==> config.mk <==
export PLATFORM = sky130hd
export DESIGN_NAME = i2c_slave_flat
export DESIGN_NICKNAME = d
export VERILOG_FILES = /design/src/rtl/i2c_pkg.sv /design/src/rtl/i2c_slave_if.sv /design/src/rtl/i2c_line_sync.sv /design/src/rtl/i2c_slave.sv /design/src/flat_wrapper.sv
export SDC_FILE = /design/constraint.sdc
export NUM_CORES = 1
export LEC_CHECK = 0
export BUFFER_PORTS_ARGS = -buffer_cell sky130_fd_sc_hd__buf_2
export CORE_MARGIN = 10
export CORE_UTILIZATION = 50
export CTS_CLUSTER_SIZE = 25
export DETAILED_ROUTE_END_ITERATION = 8
export GPL_ROUTABILITY_DRIVEN = 0
export GPL_TIMING_DRIVEN = 0
export PLACE_DENSITY = 0.74
export SKIP_LAST_GASP = 1
export SLEW_MARGIN = 20
export SYNTH_ARGS = -nofsm -noshare
export SYNTH_HDL_FRONTEND = slang
export SYNTH_SLANG_ARGS = --single-unit
==> constraint.sdc <==
create_clock -name clk_i -period 2.1 [get_ports clk_i]
set_clock_uncertainty 0.1 [all_clocks]
set_input_delay 0.21 -clock clk_i [delete_from_list [all_inputs] [get_ports clk_i]]
set_output_delay 0.21 -clock clk_i [all_outputs]
set_load 0.01 [all_outputs]
==> src/rtl/i2c_pkg.sv <==
// Shared types and constants for the I2C target.
//   I2C_ADDR_WIDTH / I2C_DATA_WIDTH : address and byte widths
//   I2C_RW_*                        : R/W bit encoding (bit 0 of the address byte)
//   i2c_state_e                     : target FSM states
//   i2c_pulse_t                     : bundle of one-cycle event pulses
package i2c_pkg;

  localparam int unsigned I2C_DATA_WIDTH = 8;
  localparam int unsigned I2C_ADDR_WIDTH = I2C_DATA_WIDTH - 1;
  localparam int unsigned I2C_CNT_WIDTH  = 3;

  localparam logic I2C_RW_WRITE = 1'b0;
  localparam logic I2C_RW_READ  = 1'b1;

  typedef enum logic [2:0] {
    ST_IDLE,
    ST_ADDR,
    ST_ADDR_ACK,
    ST_WR_DATA,
    ST_WR_ACK,
    ST_RD_DATA,
    ST_RD_ACK,
    ST_WAIT_STOP
  } i2c_state_e;

  typedef struct packed {
    logic rx_valid;
    logic addr_hit;
    logic stop;
    logic nack;
  } i2c_pulse_t;

endpackage

==> src/rtl/i2c_slave_if.sv <==
// Bus/handshake bundle between the I2C target and its pad + fabric side.
//   slave  : view used by i2c_slave
//   master : view used by whatever drives the pad inputs and consumes bytes
interface i2c_slave_if;
  import i2c_pkg::*;

  logic                      en_i;
  logic [I2C_ADDR_WIDTH-1:0] own_addr_i;
  logic                      scl_i;
  logic                      sda_i;
  logic                      sda_o;
  logic                      sda_t;
  logic [I2C_DATA_WIDTH-1:0] rx_data_o;
  logic                      rx_valid_o;
  logic [I2C_DATA_WIDTH-1:0] tx_data_i;
  logic                      tx_ready_o;
  logic                      busy_o;
  logic                      addr_hit_o;
  logic                      dir_o;
  logic                      stop_o;
  logic                      nack_o;

  modport slave (
    input  en_i, own_addr_i, scl_i, sda_i, tx_data_i,
    output sda_o, sda_t, rx_data_o, rx_valid_o, tx_ready_o,
           busy_o, addr_hit_o, dir_o, stop_o, nack_o
  );

  modport master (
    output en_i, own_addr_i, scl_i, sda_i, tx_data_i,
    input  sda_o, sda_t, rx_data_o, rx_valid_o, tx_ready_o,
           busy_o, addr_hit_o, dir_o, stop_o, nack_o
  );

endinterface

==> src/rtl/i2c_line_sync.sv <==
// Two-flop synchronizer plus delay register for one pad line, with edge detect.
//   clk_i, a_rst_n_i : clock, async active-low reset
//   i_line           : raw pad level
//   o_level          : synchronized level
//   o_rise_c/o_fall_c: edge strobes (one cycle) of the synchronized level
module i2c_line_sync (
  input  logic clk_i,
  input  logic a_rst_n_i,
  input  logic i_line,
  output logic o_level,
  output logic o_rise_c,
  output logic o_fall_c
);

  logic r_meta;
  logic r_sync;
  logic r_dly;

  // Reset to the idle-bus level so release from reset produces no false edge.
  always_ff @(posedge clk_i or negedge a_rst_n_i) begin
    if (!a_rst_n_i) begin
      r_meta <= 1'b1;
      r_sync <= 1'b1;
      r_dly  <= 1'b1;
    end else begin
      r_meta <= i_line;
      r_sync <= r_meta;
      r_dly  <= r_sync;
    end
  end

  assign o_level  = r_sync;
  assign o_rise_c = r_sync & ~r_dly;
  assign o_fall_c = ~r_sync & r_dly;

endmodule

==> src/rtl/i2c_slave.sv <==
// 7-bit-addressed I2C target: START/STOP detect, address match + ACK,
// write-byte delivery and read-byte service through a byte handshake.
//   clk_i, a_rst_n_i : system clock (>= 10x SCL), async active-low reset
//   bus (slave)      : en_i, own_addr_i, scl_i, sda_i, tx_data_i in;
//                      sda_o/sda_t open-drain pad control, rx_data_o/rx_valid_o,
//                      tx_ready_o, busy_o, addr_hit_o, dir_o, stop_o, nack_o out
module i2c_slave
  import i2c_pkg::*;
(
  input  logic        clk_i,
  input  logic        a_rst_n_i,
  i2c_slave_if.slave  bus
);

  logic w_scl_level, w_scl_rise, w_scl_fall;
  logic w_sda_level, w_sda_rise, w_sda_fall;
  logic w_start, w_stop;

  i2c_line_sync u_scl_sync (
    .clk_i     (clk_i),
    .a_rst_n_i (a_rst_n_i),
    .i_line    (bus.scl_i),
    .o_level   (w_scl_level),
    .o_rise_c  (w_scl_rise),
    .o_fall_c  (w_scl_fall)
  );

  i2c_line_sync u_sda_sync (
    .clk_i     (clk_i),
    .a_rst_n_i (a_rst_n_i),
    .i_line    (bus.sda_i),
    .o_level   (w_sda_level),
    .o_rise_c  (w_sda_rise),
    .o_fall_c  (w_sda_fall)
  );

  // Bus conditions: SDA edges while SCL is high.
  assign w_start = w_sda_fall & w_scl_level;
  assign w_stop  = w_sda_rise & w_scl_level;

  i2c_state_e                r_state,    w_state_nxt;
  logic [I2C_CNT_WIDTH-1:0]  r_cnt,      w_cnt_nxt;
  logic [I2C_DATA_WIDTH-1:0] r_shift,    w_shift_nxt;
  logic [I2C_ADDR_WIDTH-1:0] r_own_addr, w_own_addr_nxt;
  logic                      r_dir,      w_dir_nxt;
  logic                      r_sda_t,    w_sda_t_nxt;
  logic [I2C_DATA_WIDTH-1:0] r_rx_data,  w_rx_data_nxt;
  logic                      r_busy,     w_busy_nxt;
  i2c_pulse_t                r_pulse,    w_pulse_nxt;
  logic                      w_tx_load;
  logic [I2C_DATA_WIDTH-1:0] w_shift_in;

  assign w_shift_in = {r_shift[I2C_DATA_WIDTH-2:0], w_sda_level};

  // State and datapath registers.
  always_ff @(posedge clk_i or negedge a_rst_n_i) begin
    if (!a_rst_n_i) begin
      r_state    <= ST_IDLE;
      r_cnt      <= '0;
      r_shift    <= '0;
      r_own_addr <= '0;
      r_dir      <= 1'b0;
      r_sda_t    <= 1'b1;
      r_rx_data  <= '0;
      r_busy     <= 1'b0;
      r_pulse    <= '0;
    end else begin
      r_state    <= w_state_nxt;
      r_cnt      <= w_cnt_nxt;
      r_shift    <= w_shift_nxt;
      r_own_addr <= w_own_addr_nxt;
      r_dir      <= w_dir_nxt;
      r_sda_t    <= w_sda_t_nxt;
      r_rx_data  <= w_rx_data_nxt;
      r_busy     <= w_busy_nxt;
      r_pulse    <= w_pulse_nxt;
    end
  end

  // Next-state logic. Priority: disable, STOP, START, then per-state SCL events.
  // In the ACK states r_cnt marks whether the first SCL fall (begin ACK drive)
  // or the RD_ACK sampling rise has already been seen.
  always_comb begin
    w_state_nxt    = r_state;
    w_cnt_nxt      = r_cnt;
    w_shift_nxt    = r_shift;
    w_own_addr_nxt = r_own_addr;
    w_dir_nxt      = r_dir;
    w_sda_t_nxt    = r_sda_t;
    w_rx_data_nxt  = r_rx_data;
    w_busy_nxt     = r_busy;
    w_pulse_nxt    = '0;
    w_tx_load      = 1'b0;

    if (!bus.en_i) begin
      w_state_nxt = ST_IDLE;
      w_cnt_nxt   = '0;
      w_sda_t_nxt = 1'b1;
      w_busy_nxt  = 1'b0;
    end else if (w_stop) begin
      w_state_nxt      = ST_IDLE;
      w_cnt_nxt        = '0;
      w_sda_t_nxt      = 1'b1;
      w_busy_nxt       = 1'b0;
      w_pulse_nxt.stop = r_busy;
    end else if (w_start) begin
      w_state_nxt    = ST_ADDR;
      w_cnt_nxt      = '0;
      w_sda_t_nxt    = 1'b1;
      w_busy_nxt     = 1'b1;
      w_own_addr_nxt = bus.own_addr_i;
    end else begin
      unique case (r_state)
        ST_IDLE: begin
          w_sda_t_nxt = 1'b1;
        end

        ST_ADDR: begin
          if (w_scl_rise) begin
            w_shift_nxt = w_shift_in;
            if (r_cnt == I2C_CNT_WIDTH'(7)) begin
              w_cnt_nxt = '0;
              if (w_shift_in[I2C_DATA_WIDTH-1:1] == r_own_addr) begin
                w_state_nxt          = ST_ADDR_ACK;
                w_dir_nxt            = w_shift_in[0];
                w_pulse_nxt.addr_hit = 1'b1;
              end else begin
                w_state_nxt = ST_WAIT_STOP;
              end
            end else begin
              w_cnt_nxt = r_cnt + I2C_CNT_WIDTH'(1);
            end
          end
        end

        ST_ADDR_ACK: begin
          if (w_scl_fall) begin
            if (r_cnt == '0) begin
              w_sda_t_nxt = 1'b0;
              w_cnt_nxt   = I2C_CNT_WIDTH'(1);
            end else begin
              w_cnt_nxt = '0;
              if (r_dir == I2C_RW_READ) begin
                w_state_nxt = ST_RD_DATA;
                w_tx_load   = 1'b1;
                w_shift_nxt = bus.tx_data_i;
                w_sda_t_nxt = bus.tx_data_i[I2C_DATA_WIDTH-1];
              end else begin
                w_state_nxt = ST_WR_DATA;
                w_sda_t_nxt = 1'b1;
              end
            end
          end
        end

        ST_WR_DATA: begin
          if (w_scl_rise) begin
            w_shift_nxt = w_shift_in;
            if (r_cnt == I2C_CNT_WIDTH'(7)) begin
              w_state_nxt          = ST_WR_ACK;
              w_cnt_nxt            = '0;
              w_rx_data_nxt        = w_shift_in;
              w_pulse_nxt.rx_valid = 1'b1;
            end else begin
              w_cnt_nxt = r_cnt + I2C_CNT_WIDTH'(1);
            end
          end
        end

        ST_WR_ACK: begin
          if (w_scl_fall) begin
            if (r_cnt == '0) begin
              w_sda_t_nxt = 1'b0;
              w_cnt_nxt   = I2C_CNT_WIDTH'(1);
            end else begin
              w_sda_t_nxt = 1'b1;
              w_cnt_nxt   = '0;
              w_state_nxt = ST_WR_DATA;
            end
          end
        end

        // MSB already on the line from the load; each fall presents the next bit.
        ST_RD_DATA: begin
          if (w_scl_fall) begin
            if (r_cnt == I2C_CNT_WIDTH'(7)) begin
              w_state_nxt = ST_RD_ACK;
              w_cnt_nxt   = '0;
              w_sda_t_nxt = 1'b1;
            end else begin
              w_cnt_nxt   = r_cnt + I2C_CNT_WIDTH'(1);
              w_shift_nxt = {r_shift[I2C_DATA_WIDTH-2:0], 1'b0};
              w_sda_t_nxt = r_shift[I2C_DATA_WIDTH-2];
            end
          end
        end

        ST_RD_ACK: begin
          if (w_scl_rise) begin
            if (w_sda_level) begin
              w_state_nxt      = ST_WAIT_STOP;
              w_pulse_nxt.nack = 1'b1;
            end else begin
              w_cnt_nxt = I2C_CNT_WIDTH'(1);
            end
          end else if (w_scl_fall && (r_cnt == I2C_CNT_WIDTH'(1))) begin
            w_state_nxt = ST_RD_DATA;
            w_cnt_nxt   = '0;
            w_tx_load   = 1'b1;
            w_shift_nxt = bus.tx_data_i;
            w_sda_t_nxt = bus.tx_data_i[I2C_DATA_WIDTH-1];
          end
        end

        ST_WAIT_STOP: begin
          w_sda_t_nxt = 1'b1;
        end

        default: begin
          w_state_nxt = ST_IDLE;
          w_sda_t_nxt = 1'b1;
        end
      endcase
    end
  end

  assign bus.sda_o      = 1'b0;
  assign bus.sda_t      = r_sda_t;
  assign bus.rx_data_o  = r_rx_data;
  assign bus.rx_valid_o = r_pulse.rx_valid;
  assign bus.addr_hit_o = r_pulse.addr_hit;
  assign bus.stop_o     = r_pulse.stop;
  assign bus.nack_o     = r_pulse.nack;
  assign bus.busy_o     = r_busy;
  assign bus.dir_o      = r_dir;
  // Must coincide with the SCL-fall detect cycle in which tx_data_i is captured.
  assign bus.tx_ready_o = w_tx_load;

endmodule

==> src/flat_wrapper.sv <==
// flat-port wrapper written by rule: the top's interface ports become plain ports
module i2c_slave_flat import i2c_pkg::*;
  (clk_i, a_rst_n_i, bus_en_i, bus_own_addr_i, bus_scl_i, bus_sda_i, bus_tx_data_i, bus_sda_o, bus_sda_t, bus_rx_data_o, bus_rx_valid_o, bus_tx_ready_o, bus_busy_o, bus_addr_hit_o, bus_dir_o, bus_stop_o, bus_nack_o);
  i2c_slave_if bus_i ();
  input  logic clk_i;
  input  logic a_rst_n_i;
  input wire logic [$bits(bus_i.en_i)-1:0] bus_en_i;
  input wire logic [$bits(bus_i.own_addr_i)-1:0] bus_own_addr_i;
  input wire logic [$bits(bus_i.scl_i)-1:0] bus_scl_i;
  input wire logic [$bits(bus_i.sda_i)-1:0] bus_sda_i;
  input wire logic [$bits(bus_i.tx_data_i)-1:0] bus_tx_data_i;
  output wire logic [$bits(bus_i.sda_o)-1:0] bus_sda_o;
  output wire logic [$bits(bus_i.sda_t)-1:0] bus_sda_t;
  output wire logic [$bits(bus_i.rx_data_o)-1:0] bus_rx_data_o;
  output wire logic [$bits(bus_i.rx_valid_o)-1:0] bus_rx_valid_o;
  output wire logic [$bits(bus_i.tx_ready_o)-1:0] bus_tx_ready_o;
  output wire logic [$bits(bus_i.busy_o)-1:0] bus_busy_o;
  output wire logic [$bits(bus_i.addr_hit_o)-1:0] bus_addr_hit_o;
  output wire logic [$bits(bus_i.dir_o)-1:0] bus_dir_o;
  output wire logic [$bits(bus_i.stop_o)-1:0] bus_stop_o;
  output wire logic [$bits(bus_i.nack_o)-1:0] bus_nack_o;
  assign bus_i.en_i = bus_en_i;
  assign bus_i.own_addr_i = bus_own_addr_i;
  assign bus_i.scl_i = bus_scl_i;
  assign bus_i.sda_i = bus_sda_i;
  assign bus_i.tx_data_i = bus_tx_data_i;
  assign bus_sda_o = bus_i.sda_o;
  assign bus_sda_t = bus_i.sda_t;
  assign bus_rx_data_o = bus_i.rx_data_o;
  assign bus_rx_valid_o = bus_i.rx_valid_o;
  assign bus_tx_ready_o = bus_i.tx_ready_o;
  assign bus_busy_o = bus_i.busy_o;
  assign bus_addr_hit_o = bus_i.addr_hit_o;
  assign bus_dir_o = bus_i.dir_o;
  assign bus_stop_o = bus_i.stop_o;
  assign bus_nack_o = bus_i.nack_o;
  i2c_slave u_core (.clk_i(clk_i), .a_rst_n_i(a_rst_n_i), .bus(bus_i));
endmodule
Yosys cells after proc, flatten, opt, wreduce, memory -nomap -nowiden

Index checks and enable logic that the tools add are counted.

Add/subtract/negate cells: 1
Equal/unequal tests: 39
Muxes and demuxes: 81
Bitwise operators: 12
Reduce and logical (&&, ||, !) cells: 14

Operator list:

| operator                                                                 | number |
|---|---|
| 3-bit two-way mux                                                        | 28 |
| 7-bit two-way mux                                                        | 8 |
| 5-bit by 2-bit inequality test with 1-bit output (second input constant) | 9 |
| 1-bit two-way mux                                                        | 37 |
| 7-bit case mux with 4 select lines                                       | 1 |
| 5-bit by 3-bit inequality test with 1-bit output (second input constant) | 5 |
| 3-bit case mux with 6 select lines                                       | 1 |
| 6-bit AND reduction                                                      | 3 |
| 3-bit equality test (second input constant)                              | 5 |
| 13-bit AND reduction                                                     | 1 |
| 6-bit by 4-bit inequality test with 1-bit output (second input constant) | 2 |
| 3-bit case mux with 4 select lines                                       | 1 |
| 12-bit AND reduction                                                     | 1 |
| 2-bit by 1-bit inequality test with 1-bit output (second input constant) | 5 |
| 9-bit by 1-bit inequality test with 1-bit output (second input constant) | 1 |
| 8-bit by 2-bit inequality test with 1-bit output (second input constant) | 1 |
| 7-bit equality test                                                      | 1 |
| 7-bit by 3-bit inequality test with 1-bit output (second input constant) | 1 |
| 7-bit AND reduction                                                      | 1 |
| 1-bit bitwise AND                                                        | 6 |
| 3-bit by 1-bit equality test with 1-bit output (second input constant)   | 2 |
| 3-bit by 2-bit equality test with 1-bit output (second input constant)   | 2 |
| 3-bit logical NOT                                                        | 2 |
| 2-bit inequality test (second input constant)                            | 3 |
| other kinds (12)                                                         | 20 |

Register bits after elaboration: 41
Bits of input ports: 20
Output and inout port bits: 17
Logic and storage cells: 165

Depth between registers and ports, before layout

Gate-level depths: netlist of run 1.

Depth after elaboration: 9
Mapped depth: 8
Mapped depth without buffers: 7

Hierarchy

From an unflattened synthesis of run 1, not the netlist that was laid out.

Cell total of the unflattened synthesis: 193
Area total of the unflattened synthesis: 2160.8 um2

Modules (own cells, without submodules):

| module        | instances | cells each | area each (um2) | seq. area each (um2) |
|---|---|---|---|---|
| i2c_slave     | 1         | 183        | 1973.1          | 877.1 |
| i2c_line_sync | 2         | 5          | 93.8            | 78.8 |

Worst setup path before layout of run 1

No wires, ideal clock.

Kind: register -> register
Start: register u_core.r_cnt[0]
End: register u_core.r_shift[0]
Library setup time: 125 ps
Arrival time: 1845 ps
Data required time: 1875 ps
Setup slack: 31 ps
Stages on the path, launching flop included: 8
Path buffers: 0
Clock period less this slack: 2069 ps
Cell sequence: dfrtp_1 ha_1 ha_1 nor2_1 a2bb2oi_1 o22a_1 nor3_4 mux2_2

Word-level cells in the longest chain between the ends: 4
Elaborated cells between the ends (all ways): 8
Those cells by class: 5 x eq/ne; 3 x reduce/logical

Ends and longest elaborated chain:

| element                                                    | RTL line         | text |
|---|---|---|
| from (decl)                                                | i2c_slave.sv:42  | `logic [I2C_CNT_WIDTH-1:0] r_cnt, w_cnt_nxt;` |
| from (signal assigned)                                     | i2c_slave.sv:69  | `r_cnt <= w_cnt_nxt;` |
| 3-bit by 1-bit equality test with 1-bit output             | i2c_slave.sv:206 | `end else if (w_scl_fall && (r_cnt == I2C_CNT_WIDTH'(1))) begin` |
| 1-bit logical AND                                          | i2c_slave.sv:206 |  |
| 2-bit by 1-bit inequality test with 1-bit output (no line) | -                |  |
| 12-bit AND reduction (no line) *                           | -                |  |
| to (signal assigned)                                       | i2c_slave.sv:70  | `r_shift <= w_shift_nxt;` |
| to (decl)                                                  | i2c_slave.sv:43  | `logic [I2C_DATA_WIDTH-1:0] r_shift, w_shift_nxt;` |

Mark *: on every way between the ends. The rest lies on a longest branch, timed or not.
A chain may end at the register's enable or synchronous reset.

Final worst setup path of run 1

Start: register u_core.r_state[1]
End: register u_core.r_state[2]

Word-level cells in the longest chain between the ends: 5
Elaborated cells between the ends (all ways): 24
Those cells by class: 19 x eq/ne; 4 x mux; 1 x reduce/logical

Ends and longest elaborated chain:

| element                                           | RTL line         | text |
|---|---|---|
| from (decl)                                       | i2c_slave.sv:41  | `i2c_state_e r_state, w_state_nxt;` |
| from (signal assigned)                            | i2c_slave.sv:68  | `r_state <= w_state_nxt;` |
| 3-bit equality test, or another cell as far along | i2c_slave.sv:113 | `unique case (r_state)` |
| 3-bit case mux with 6 select lines                | i2c_slave.sv:113 |  |
| 3-bit two-way mux                                 | i2c_slave.sv:106 | `end else if (w_start) begin` |
| 3-bit two-way mux                                 | i2c_slave.sv:100 | `end else if (w_stop) begin` |
| 3-bit two-way mux                                 | i2c_slave.sv:95  | `if (!bus.en_i) begin` |

Parallel ways exist; a longest one is shown, timed or not.

==> key figures, run 1 <==
Status
  • Status: complete, but fails checks
  • Failing checks: negative setup slack

Clock tree
  • Skew-Pair Late Insertion Delay: between 0.2 and 0.3 ns
  • CTS Buf Count: 5
  • H-tree Lvls: 2
  • Maximum clock insertion buffer count: 2
  • CTS tree: yes
  • Clock net sink count: 41
  • CTS Root Cell: clkbuf_8
  • Worst-path clk slew: 0.08 ns

Timing
  • Final setup vio count: 3
  • Worst setup margin: -0.0350 ns
  • Fin crit period: between 2 and 2.5 ns
  • Hold Worst Slack: between 0.04 and 0.05 ns
  • Slew @ Worst Pin: 0.878 ns
  • Final Hold Viols: 0
  • Number of max-slew violations in the final report: 0
  • Worst slew margin: 41.5%
  • Unrepaired setup endpoints after global routing: true
  • Fin Setup TNS: -0.0712 ns
  • Max Clk Rate: 468 MHz
  • Final Cycle Share: 102%

Synthesis
  • Async S/R FF share, synth: 100%
  • Post-synth EDFFs: 0
  • Syn avg cell area: 11.0 µm²
  • Syn Inst Count: 204
  • Synthesis-stage register bit count: between 40 and 50
  • Synth unique cells: 54
  • Post-synth top area share: 37.9%
  • Top cells by area, synth: dfrtp_1 (38%), mux2_2 (15%), dfstp_2 (8.2%), xnor2_1 (3.1%), ha_1 (2.8%)
  • Post-synth top flop: dfrtp_1
  • Yosys warning total: 0
  • Cell Area, Synth: 2250 µm²
  • Area leader, netlist: dfrtp_1
  • Synth Net Count: 229
  • Register area share after synthesis: 46.1%

Drt
  • Detailed Route Iter0 Violations: 333
  • Total Wirelength: about 5.4 mm
  • DRC: 0
  • TritonRoute pass-1 iters: 4
  • Wire per inst: 17.7 µm
  • ANT nets after route: 0
  • DR vias/cell: 5.94
  • Routed vias: 1,825

Floorplan
  • Die ar.: 7570 µm²
  • Die H: 87.0 µm
  • Top Ports: 37
  • Core Box Area: 4350 µm²
  • Row count: 24
  • Die Wd: 87.0 µm
  • Initial Utilization: slightly above 50%

Power
  • Clock network power share: roughly 27%
  • Lkg Pwr: 0.00127 µW
  • Pint: 1670 µW
  • Comb power frac: 30.2%
  • Switching Power: between 700 and 800 µW
  • Reg power frac: 42.9%
  • PD cells: 886 nW/µm²
  • Largest vdd supply drop: between 500 and 600 µV
  • Sw Ratio: 31.0%
  • Tot Pwr: approximately 2400 µW

Global route
  • Vias in the first global route: 1,856
  • GR Overflow Total: 0
  • Largest net degree at the start of global routing: 42
  • Global-route wire length before repair: slightly below 9 mm
  • GRT Util Overall: between 10% and 20%
  • Initial antenna violation count: 0

Worst hold path
  • Hold crit path type: input port to flip-flop
  • Hold depth: 2
  • Critical hold path startpoint: bus_own_addr_i[5]
  • Hold Path Sink: u_core.r_own_addr[5]

Flow run
  • MaxCap Viol Count: 0

Finish
  • Share of cells above drive strength 1: 40.8%
  • N_diodes: 0
  • Most common cell after layout, fill and taps aside: buf_2
  • Final Net Count: about 280
  • P&R area growth vs syn: 21.8%
  • Most frequent cells in the layout: buf_2 (36), dfrtp_1 (34), mux2_2 (28), buf_4 (10)

Setup path
  • CP Depth: 5
  • CP delay by family, top: compound AO/OA/AOI/OAI gates
  • CP Max Fanout: 7
  • Max stage delay on crit path: between 0.6 and 0.7 ns
  • CP Buf/Inv Count: 0
  • CP Capture Type: flip-flop
  • CP cell instances: nor2b_1 -> nand3_1 -> a2111oi_1 -> nor2_1 -> a31o_2
  • Crit Path Class: flip-flop to flip-flop
  • Critical Path Start Type: flip-flop
  • Critical R2R Capture: u_core.r_state[2]
  • Critical Path AT: 2.21 ns
  • CP required: 2.18 ns
  • Worst R2R Setup Slack: -0.04 ns
  • CP max stage cell: a2111oi_1
  • Worst Reg-to-Reg Cells: 5
  • Worst reg2reg startpoint: u_core.r_state[1]

Place
  • IO Port Bufs: 35
  • Dpl hpwl: 3.74 mm
## cell usage after synthesis (all sizes together) (3+ instances only)
cell,instances
mux2,29
xnor2,8
o211ai,3
a21oi,7
o21ai,8
buf,8
nor2b,4
nand2,8
nand3,8
clkbuf,3
nand3b,3
nand2b,8
ha,5
inv,8
dfrtp,34
nor3,7
dfstp,7
nor2,7
## worst reg2reg max path, cell delays in order, from the launching register on
cell	delay, ns
dfrtp_1	0.46
nor2b_1	0.30
nand3_1	0.19
a2111oi_1	0.61
nor2_1	0.10
a31o_2	0.26
## cell families (layout without fill, tap and decap cells)
group,after synthesis,in the layout,synth area share (%)
and+or+nand+nor,55,55,14.0
AOI/OAI and AO/OA,44,44,14.3
DFF,41,41,46.1
muxes,30,30,15.0
buffers and inverters,19,70,4.18
xor gates and xnor gates,9,9,3.51
adders and majority gates,5,5,2.79
other,1,1,0.167
## registers in the layout (all words and copies together), names as in the netlist
name                       cells
u_core.bus.busy_o              1
u_core.u_scl_sync.r_dly        1
u_core.r_state                 3
u_core.bus.addr_hit_o          1
u_core.u_sda_sync.o_level      1
u_core.r_cnt                   3
u_core.bus.nack_o              1
u_core.u_scl_sync.o_level      1
u_core.bus.sda_t               1
u_core.r_own_addr              7
u_core.u_sda_sync.r_meta       1
u_core.r_shift                 7
u_core.u_scl_sync.r_meta       1
u_core.bus.rx_data_o           8
u_core.u_sda_sync.r_dly        1
u_core.bus.dir_o               1
u_core.bus.stop_o              1
u_core.bus.rx_valid_o          1
## final cells by class
class	instances	area, µm²
inverter	8	30.0
clock inverter	1	30.0
sequential	41	1030
clock buffer	7	86.3
fill	354	1620
buffer	9	58.8
timing repair buffer	45	262
tap	52	65.1
multi-input combinational	144	1170
## power by group through the flow
stage	Clock (µW)	Combinational [µW]	Sequential [µW]
finish	654	731	1040
global route	689	801	1060
CTS	660	708	1030
detailed placement	0	685	1050
global placement	0	669	1040
floorplan	0	533	1020
## what timing repair did
item / in CTS / in global routing
pin swaps: 3 / 0
hold endpoints to repair: 36 / 0
endpoints found under the setup margin: 17 / 16
hold buffers: 3 / 0
setup buffers: 4 / 3
gates resized for setup: 6 / 9
## worst max-delay path by stage
stage	end	start	slack, ns
after floorplan	u_core.r_shift[0]	u_core.r_cnt[0]	0.03
after global placement	u_core.bus.rx_data_o[6]	u_core.u_scl_sync.o_level	-0.23
after CTS	u_core.bus.dir_o	u_core.u_scl_sync.o_level	0.007
final	u_core.r_state[2]	u_core.r_state[1]	-0.04
after detailed placement	u_core.bus.rx_data_o[5]	u_core.u_scl_sync.o_level	-0.24
after global routing	u_core.r_state[2]	u_core.r_state[1]	-0.15
## routing by layer
metal	part of all wire, %	track usage, %	vias up
met2	48	22.7	88
met1	41	17.7	872
met5	0	0	-
li1	-	-	844
met3	8.5	3.84	21
met4	2.4	5.74	0
## stage by stage
| stage | cell area (µm²) | setup WS (ns) | cells | utilization [%] |
|---|---|---|---|---|
| floorplan | 2250 | 0.0307 | 204 | - |
| global placement | 2490 | -0.229 | 291 | 57.1 |
| detailed placement | 2490 | -0.238 | 291 | 57.1 |
| CTS | 2680 | 0.00658 | 305 | 61.5 |
| global route | 2740 | -0.154 | 307 | 62.8 |
| finish | 2740 | -0.0350 | 307 | 62.8 |
Power figures use the tool's default switching activity.
==> run 2, diff against run 1 <==
--- a/config.mk
+++ b/config.mk
@@ -7,12 +7,12 @@
 export LEC_CHECK = 0
 export BUFFER_PORTS_ARGS = -buffer_cell sky130_fd_sc_hd__buf_2
 export CORE_MARGIN = 10
-export CORE_UTILIZATION = 50
+export CORE_UTILIZATION = 56
 export CTS_CLUSTER_SIZE = 25
 export DETAILED_ROUTE_END_ITERATION = 8
 export GPL_ROUTABILITY_DRIVEN = 0
 export GPL_TIMING_DRIVEN = 0
-export PLACE_DENSITY = 0.74
+export PLACE_DENSITY = 0.78
 export SKIP_LAST_GASP = 1
 export SLEW_MARGIN = 20
 export SYNTH_ARGS = -nofsm -noshare
==> constraint.sdc (replaced) <==
create_clock -name clk_i -period 2.2 [get_ports clk_i]
set_clock_uncertainty 0.1 [all_clocks]
set_input_delay 0.22 -clock clk_i [delete_from_list [all_inputs] [get_ports clk_i]]
set_output_delay 0.22 -clock clk_i [all_outputs]
set_load 0.01 [all_outputs]
==> run 2 against run 1 <==
Against the previous run: register-to-register slack improved by 0.11 ns; largest power group unchanged; the flow now finishes without violations; critical path depth increased by 2; global-route usage hardly changed; via count shrank 3.2%; largest cell class unchanged; total power is 5.5% lower; cell count decreased by 2.3%; combinational power down 8.5%; worst hold slack better by 0.013 ns; non-clock buffer count decreased by 3; sequential power decreased by 4%; sequential cell count unchanged; maximum frequency increased by 0.27%.
==> key figures, run 2 (synthesis results as in run 1) <==
Status
  • Status: completed (was complete, but fails checks)

Drt
  • TritonRoute pass-1 iters: 4 (unchanged)
  • Total Wirelength: 5.13 mm (was 5.44 mm)
  • Routed vias: 1,766 (was 1,825)
  • Wire per inst: 17.1 µm (was 17.7 µm)
  • DRC: 0 (unchanged)
  • ANT nets after route: 0 (unchanged)
  • DR vias/cell: 5.89 (was 5.94)
  • Detailed Route Iter0 Violations: 168 (was 333)

Setup path
  • CP delay by family, top: compound AO/OA/AOI/OAI gates (unchanged)
  • CP max stage cell: dfrtp_2 (was a2111oi_1)
  • CP Max Fanout: 6 (was 7)
  • CP cell instances: inv_1 -> ha_1 -> or3b_1 -> a311oi_1 -> a211oi_2 -> o211a_1 -> a22oi_1 (was nor2b_1 -> nand3_1 -> a2111oi_1 -> nor2_1 -> a31o_2)
  • CP Capture Type: flip-flop (unchanged)
  • Max stage delay on crit path: 0.44 ns (was 0.61 ns)
  • Critical R2R Capture: u_core.r_state[0] (was u_core.r_state[2])
  • CP required: 2.30 ns (was 2.18 ns)
  • Critical Path Start Type: flip-flop (unchanged)
  • Worst Reg-to-Reg Cells: 7 (was 5)
  • CP Buf/Inv Count: 1 (was 0)
  • Critical Path AT: 2.23 ns (was 2.21 ns)
  • Crit Path Class: flip-flop to flip-flop (unchanged)
  • Worst reg2reg startpoint: u_core.r_cnt[0] (was u_core.r_state[1])
  • Worst R2R Setup Slack: 0.07 ns (was -0.04 ns)

Floorplan
  • Die Wd: 83.3 µm (was 87.0 µm)
  • Die H: 83.3 µm (was 87.0 µm)
  • Top Ports: 37 (unchanged)
  • Row count: 22 (was 24)
  • Core Box Area: 3770 µm² (was 4350 µm²)
  • Initial Utilization: 59.6% (was 51.6%)
  • Die ar.: 6940 µm² (was 7570 µm²)

Clock tree
  • Worst-path clk slew: 0.08 ns (about the same)
  • Skew-Pair Late Insertion Delay: 0.29 ns (about the same)
  • Maximum clock insertion buffer count: 2 (unchanged)
  • CTS Root Cell: clkbuf_8 (unchanged)
  • CTS Buf Count: 5 (unchanged)
  • Clock net sink count: 41 (unchanged)
  • H-tree Lvls: 2 (unchanged)
  • CTS tree: yes (unchanged)

Place
  • Dpl hpwl: 3.77 mm (was 3.74 mm)
  • IO Port Bufs: 35 (unchanged)
  • Post-Place Cells: 287 (was 291)

Timing
  • Fin crit period: 2.13 ns (was 2.14 ns)
  • Unrepaired setup endpoints after global routing: true (unchanged)
  • Slew @ Worst Pin: 0.844 ns (was 0.878 ns)
  • Number of max-slew violations in the final report: 0 (unchanged)
  • Max Clk Rate: 470 MHz (was 468 MHz)
  • Hold Worst Slack: 0.0611 ns (was 0.0479 ns)
  • Final Hold Viols: 0 (unchanged)
  • Final setup vio count: 0 (was 3)
  • Worst slew margin: 43.7% (was 41.5%)
  • Final Cycle Share: 96.8% (was 102%)

Worst hold path
  • Hold depth: 2 (unchanged)
  • Critical hold path startpoint: bus_en_i (was bus_own_addr_i[5])
  • Hold Path Sink: u_core.bus.sda_t (was u_core.r_own_addr[5])
  • Hold crit path type: input port to flip-flop (unchanged)

Finish
  • Final non-filler cell total: 300 (was 307)
  • N_diodes: 0 (unchanged)
  • Most frequent cells in the layout: buf_2 (37), dfrtp_1 (33), mux2_2 (29) (was buf_2 (36), dfrtp_1 (34), mux2_2 (28), buf_4 (10))
  • Max reg flops: 8 (unchanged)
  • Final Net Count: 276 (was 279)
  • Most common cell after layout, fill and taps aside: buf_2 (unchanged)
  • Share of cells above drive strength 1: 39.3% (was 40.8%)
  • Fillers: 284 (was 354)
  • P&R area growth vs syn: 19.4% (was 21.8%)

Flow run
  • MaxCap Viol Count: 0 (unchanged)

Global route
  • GR Overflow Total: 0 (unchanged)
  • Initial antenna violation count: 0 (unchanged)
  • Largest net degree at the start of global routing: 42 (unchanged)
  • GRT Util Overall: 14.2% (about the same)
  • Global-route wire length before repair: 8.38 mm (was 8.76 mm)
  • Vias in the first global route: 1,749 (was 1,856)

Power
  • Lkg Pwr: 0.00124 µW (was 0.00127 µW)
  • Largest vdd supply drop: 638 µV (was 590 µV)
  • PD cells: 854 nW/µm² (was 886 nW/µm²)
## run 2: cell types whose count changed in the layout (fill, tap and decap cells not counted), sizes merged
cell  change
buf       -3
## run 2: worst reg2reg max path: stages, from the launching register on
cell	delay [ns]
dfrtp_2	0.44
inv_1	0.07
ha_1	0.17
or3b_1	0.39
a311oi_1	0.35
a211oi_2	0.14
o211a_1	0.24
a22oi_1	0.15
## run 2: routing by layer
metal  GRT usage, %  routed length [µm]
met4           3.23                  45
met1           17.3                2210
met5              0                   0
met3           4.39                 337
met2           23.8                2530
## run 2: final cells by class
class | instances | area [µm²] | area share (%)
plain buffers | 10 | 60.1 | 2.24
clock buffers | 7 | 86.3 | 3.22
clock inverters | 1 | 30.0 | 1.12
inverters | 8 | 30.0 | 1.12
multi-input cells | 144 | 1140 | 42.5
flip-flops and latches | 41 | 1040 | 38.6
well taps | 48 | 60.1 | 2.24
repair buffers | 41 | 240 | 8.96
## run 2: stage by stage
| step | setup slack [ns] | total power, µW | area [µm²] | util (%) | TNS (ns) |
|---|---|---|---|---|---|
| CTS | -0.000851 | 2290 | 2650 | 70.4 | -0.000851 |
| floorplan | 0.131 | 1480 | 2250 | - | 0 |
| global route | -0.0254 | 2410 | 2680 | 71.1 | -0.0488 |
| detailed placement | -0.111 | 1660 | 2480 | 65.8 | -1.01 |
| global placement | -0.0811 | 1630 | 2480 | 65.8 | -0.945 |
| finish | 0.0707 | 2290 | 2680 | 71.1 | 0 |
## run 2: worst max-delay path by stage
stage / startpoint / cells past startpoint / to / slack (ns)
floorplan: u_core.r_cnt[0] / 7 / u_core.r_shift[0] / 0.13
finish: u_core.r_cnt[0] / 7 / u_core.r_state[0] / 0.07
detailed placement: u_core.r_cnt[0] / 7 / u_core.r_shift[1] / -0.11
global placement: u_core.r_cnt[0] / 7 / u_core.r_shift[2] / -0.08
CTS: u_core.r_cnt[0] / 6 / bus_tx_ready_o / -0.0009
global route: u_core.u_sda_sync.o_level / 6 / bus_tx_ready_o / -0.03
## run 2: what timing repair did
item,in CTS,in global routing
pin swaps,2,0
gates cloned,0,0
hold buffers,3,0
buffers inserted,2,1
hold endpoints to repair,36,0
setup endpoints to repair,16,10
gates resized for setup,1,7
## run 2: report_power, final
part           switching (µW)  total (µW)  internal [µW]  leakage (µW)
Clock                     249         619            370     0.0000585
Sequential                128        1000            876      0.000521
Combinational             325         669            344      0.000664
Total                     702        2290           1590       0.00124
==> run 3, diff against run 2 <==
--- a/config.mk
+++ b/config.mk
@@ -5,6 +5,7 @@
 export SDC_FILE = /design/constraint.sdc
 export NUM_CORES = 1
 export LEC_CHECK = 0
+export ABC_AREA = 1
 export BUFFER_PORTS_ARGS = -buffer_cell sky130_fd_sc_hd__buf_2
 export CORE_MARGIN = 10
 export CORE_UTILIZATION = 56
==> run 3 against run 2 <==
Against the previous run: via count grew 22%; worst hold slack gained 0.0078 ns; worst setup slack gained 0.14 ns; global-route usage grew 1.5 points; cell area grew 0.98%; first-iteration DRC count grew 73%; clock-buffer cell count shrank 2; sequential share of layout area shrank 0.42 points; die area grew 3.7%; sequential power is essentially flat; routed wire length grew 4.6%; total power grew 22%; critical path type is now flip-flop to primary output; largest power group is now combinational cells.
==> key figures, run 3 <==
Drt
  • Routed vias: 2,149 (was 1,766)
  • Total Wirelength: 5.36 mm (was 5.13 mm)
  • TritonRoute pass-1 iters: 5 (was 4)
  • DR vias/cell: 5.37 (was 5.89)
  • Wire per inst: 13.4 µm (was 17.1 µm)
  • ANT nets after route: 0 (unchanged)
  • DRC: 0 (unchanged)
  • Detailed Route Iter0 Violations: 291 (was 168)

Power
  • Switching Power: 1230 µW (was 702 µW)
  • Clock network power share: 17.3% (was 27.0%)
  • Lkg Pwr: 0.00145 µW (was 0.00124 µW)
  • PD cells: 1040 nW/µm² (was 854 nW/µm²)
  • Largest vdd supply drop: 587 µV (was 638 µV)
  • Comb power frac: 47.0% (was 29.2%)
  • Reg power frac: 35.7% (was 43.8%)
  • Sw Ratio: 44.0% (was 30.6%)
  • Pint: 1570 µW (was 1590 µW)

Finish
  • Fillers: 345 (was 284)
  • Final Net Count: 374 (was 276)
  • Most common cell after layout, fill and taps aside: nand2_1 (was buf_2)
  • N_diodes: 0 (unchanged)
  • Most frequent cells in the layout: nand2_1 (86), buf_2 (37), dfrtp_1 (34), inv_1 (33), nor2_1 (28) (was buf_2 (37), dfrtp_1 (33), mux2_2 (29))
  • Share of cells above drive strength 1: 25.1% (was 39.3%)
  • Max reg flops: 8 (unchanged)
  • Register Area: 1030 µm² (was 1040 µm²)
  • End-of-flow core utilization: 67.2% (was 71.1%)
  • P&R area growth vs syn: 15.0% (was 19.4%)
  • Footprint of the multi-input gates: 1130 µm² (was 1140 µm²)

Global route
  • GRT Util Overall: 15.7% (was 14.2%)
  • Global-route wire length before repair: 9.47 mm (was 8.38 mm)
  • Busiest grt layer: met2 (unchanged)
  • Met3 Usage GRT: 3.82% (was 4.39%)
  • Initial antenna violation count: 0 (unchanged)
  • Met2 Usage GRT: 24.0% (was 23.8%)
  • Vias in the first global route: 2,034 (was 1,749)
  • GR Overflow Total: 0 (unchanged)
  • Met1 GRT Util: 20.1% (was 17.3%)
  • Largest net degree at the start of global routing: 42 (unchanged)

Synthesis
  • Post-synth top area share: 36.1% (was 37.9%)
  • Cell Area, Synth: 2350 µm² (was 2250 µm²)
  • Register area share after synthesis: 43.9% (was 46.1%)
  • Post-synth top flop: dfrtp_1 (unchanged)
  • Synth top cells by count: nand2_1 (86), dfrtp_1 (34), inv_1 (33) (was dfrtp_1 (34), mux2_2 (29))
  • Area leader, netlist: dfrtp_1 (unchanged)
  • Async S/R FF share, synth: 100% (unchanged)
  • Post-synth EDFFs: 0 (unchanged)
  • Synth unique cells: 37 (was 54)
  • Synth Net Count: 329 (was 229)
  • Synthesis-stage register bit count: 41 (unchanged)
  • Top cells by area, synth: dfrtp_1 (36%), nand2_1 (14%), dfstp_2 (7.8%), inv_1 (5.3%), nor2_1 (4.5%) (was dfrtp_1 (38%), mux2_2 (15%), dfstp_2 (8.2%), xnor2_1 (3.1%), ha_1 (2.8%))
  • Yosys warning total: 0 (unchanged)
  • Top-count cell post-synth: nand2_1 (was dfrtp_1)
  • Syn avg cell area: 7.75 µm² (was 11.0 µm²)
  • Syn Inst Count: 304 (was 204)

Clock tree
  • CTS Buf Count: 5 (unchanged)
  • CTS Root Cell: clkbuf_8 (unchanged)
  • Maximum clock insertion buffer count: 2 (unchanged)
  • CTS tree: yes (unchanged)
  • Skew-Pair Late Insertion Delay: 0.30 ns (was 0.29 ns)
  • H-tree Lvls: 2 (unchanged)
  • Clock net sink count: 41 (unchanged)
  • Worst-path clk slew: 0.08 ns (about the same)

Timing
  • Slew @ Worst Pin: 0.866 ns (was 0.844 ns)
  • Fin Setup TNS: 0 ns (unchanged)
  • Unrepaired setup endpoints after global routing: false (was true)
  • Fin crit period: 1.99 ns (was 2.13 ns)
  • Worst slew margin: 42.3% (was 43.7%)
  • Max Clk Rate: 502 MHz (was 470 MHz)
  • Final setup vio count: 0 (unchanged)
  • Hold Worst Slack: 0.0689 ns (was 0.0611 ns)
  • Number of max-slew violations in the final report: 0 (unchanged)
  • Final Cycle Share: 90.6% (was 96.8%)
  • Final Hold Viols: 0 (unchanged)

Setup path
  • Critical Path AT: 1.67 ns (was 2.23 ns)
  • Crit Path Class: flip-flop to primary output (was flip-flop to flip-flop)
  • CP Max Fanout: 9 (was 6)
  • Critical Path Start Type: flip-flop (unchanged)
  • Worst Reg-to-Reg Cells: 9 (was 7)
  • CP required: 1.88 ns (was 2.30 ns)
  • CP Capture Type: primary output (was flip-flop)

Floorplan
  • Die Wd: 84.8 µm (was 83.3 µm)
  • Row count: 23 (was 22)
  • Die ar.: 7200 µm² (was 6940 µm²)
  • Initial Utilization: 58.4% (was 59.6%)
  • Core Box Area: 4030 µm² (was 3770 µm²)
  • Die H: 84.8 µm (was 83.3 µm)
  • Top Ports: 37 (unchanged)

Place
  • Dpl hpwl: 4.10 mm (was 3.77 mm)
  • IO Port Bufs: 35 (unchanged)

Flow run
  • MaxCap Viol Count: 0 (unchanged)

Status
  • Status: completed (unchanged)

Worst hold path
  • Hold crit path type: input port to flip-flop (unchanged)
  • Hold depth: 3 (was 2)
[run 3: per-layer routing]
metal	vias to the layer above	wire length (µm)
met5	-	0
met4	0	119
met3	18	417
met2	91	2450
met1	972	2370
li1	1068	-
[run 3: cell type report]
cell class | instances | area share (%)
tap | 50 | 2.31
clock inverter | 3 | 0.647
clock buffer | 5 | 2.54
multi-input combinational | 219 | 41.6
timing repair buffer | 38 | 7.58
sequential | 41 | 38.2
inverter | 37 | 5.22
buffer | 7 | 1.89
[run 3: power by group through the flow]
| stage | clock network, µW | logic, µW | registers, µW |
|---|---|---|---|
| floorplan | 0 | 1020 | 996 |
| global placement | 0 | 1280 | 1010 |
| detailed placement | 0 | 1300 | 1010 |
| CTS | 497 | 1310 | 1000 |
| global route | 531 | 1500 | 1020 |
| finish | 487 | 1320 | 1000 |
[run 3: worst max-delay path, stage by stage (launching register included)]
cell and delay [ns]:
dfrtp_1 0.37, buf_4 0.17, inv_4 0.10, nand3_1 0.14, nor2_1 0.23, a32oi_1 0.13, nor2_1 0.09, buf_2 0.13
[run 3: path summary, 6_finish.rpt]
path	from	to	slack [ns]
worst min-delay path	bus_own_addr_i[5]	u_core.r_own_addr[5]	0.07
worst max register to register	u_core.r_cnt[0]	u_core.r_shift[5]	0.25
worst min register to register	u_core.u_sda_sync.r_meta	u_core.u_sda_sync.o_level	0.26
worst max-delay path	u_core.r_state[2]	bus_tx_ready_o	0.21
max in group asynchronous	a_rst_n_i	u_core.r_cnt[0]	0.99
min in group asynchronous	a_rst_n_i	u_core.r_shift[3]	0.47
[run 3: cells by family (layout without fill, tap and decap cells)]
logic type	Yosys count	count (layout)	share of synthesized area, %
simple gates	159	159	31.5
flops	41	41	43.9
other cells	1	1	0.159
buf+inv	44	90	8.18
fa+ha+maj	5	5	2.66
compound gates	54	54	13.5
[run 3: per-stage QoR]
stage               setup slack (ns)  instances  cell area, µm²  power (µW)
finish                         0.208        400            2710        2810
global route                   0.112        400            2710        3050
CTS                            0.233        400            2710        2810
detailed placement             0.258        389            2590        2310
global placement               0.284        389            2590        2280
floorplan                      0.446        304            2350        2020
[run 3: what timing repair did]
item,CTS,global route
gates resized for setup,0,0
endpoints found under the hold margin,36,0
endpoints found under the setup margin,0,0
buffers inserted,0,0
hold buffers,3,0
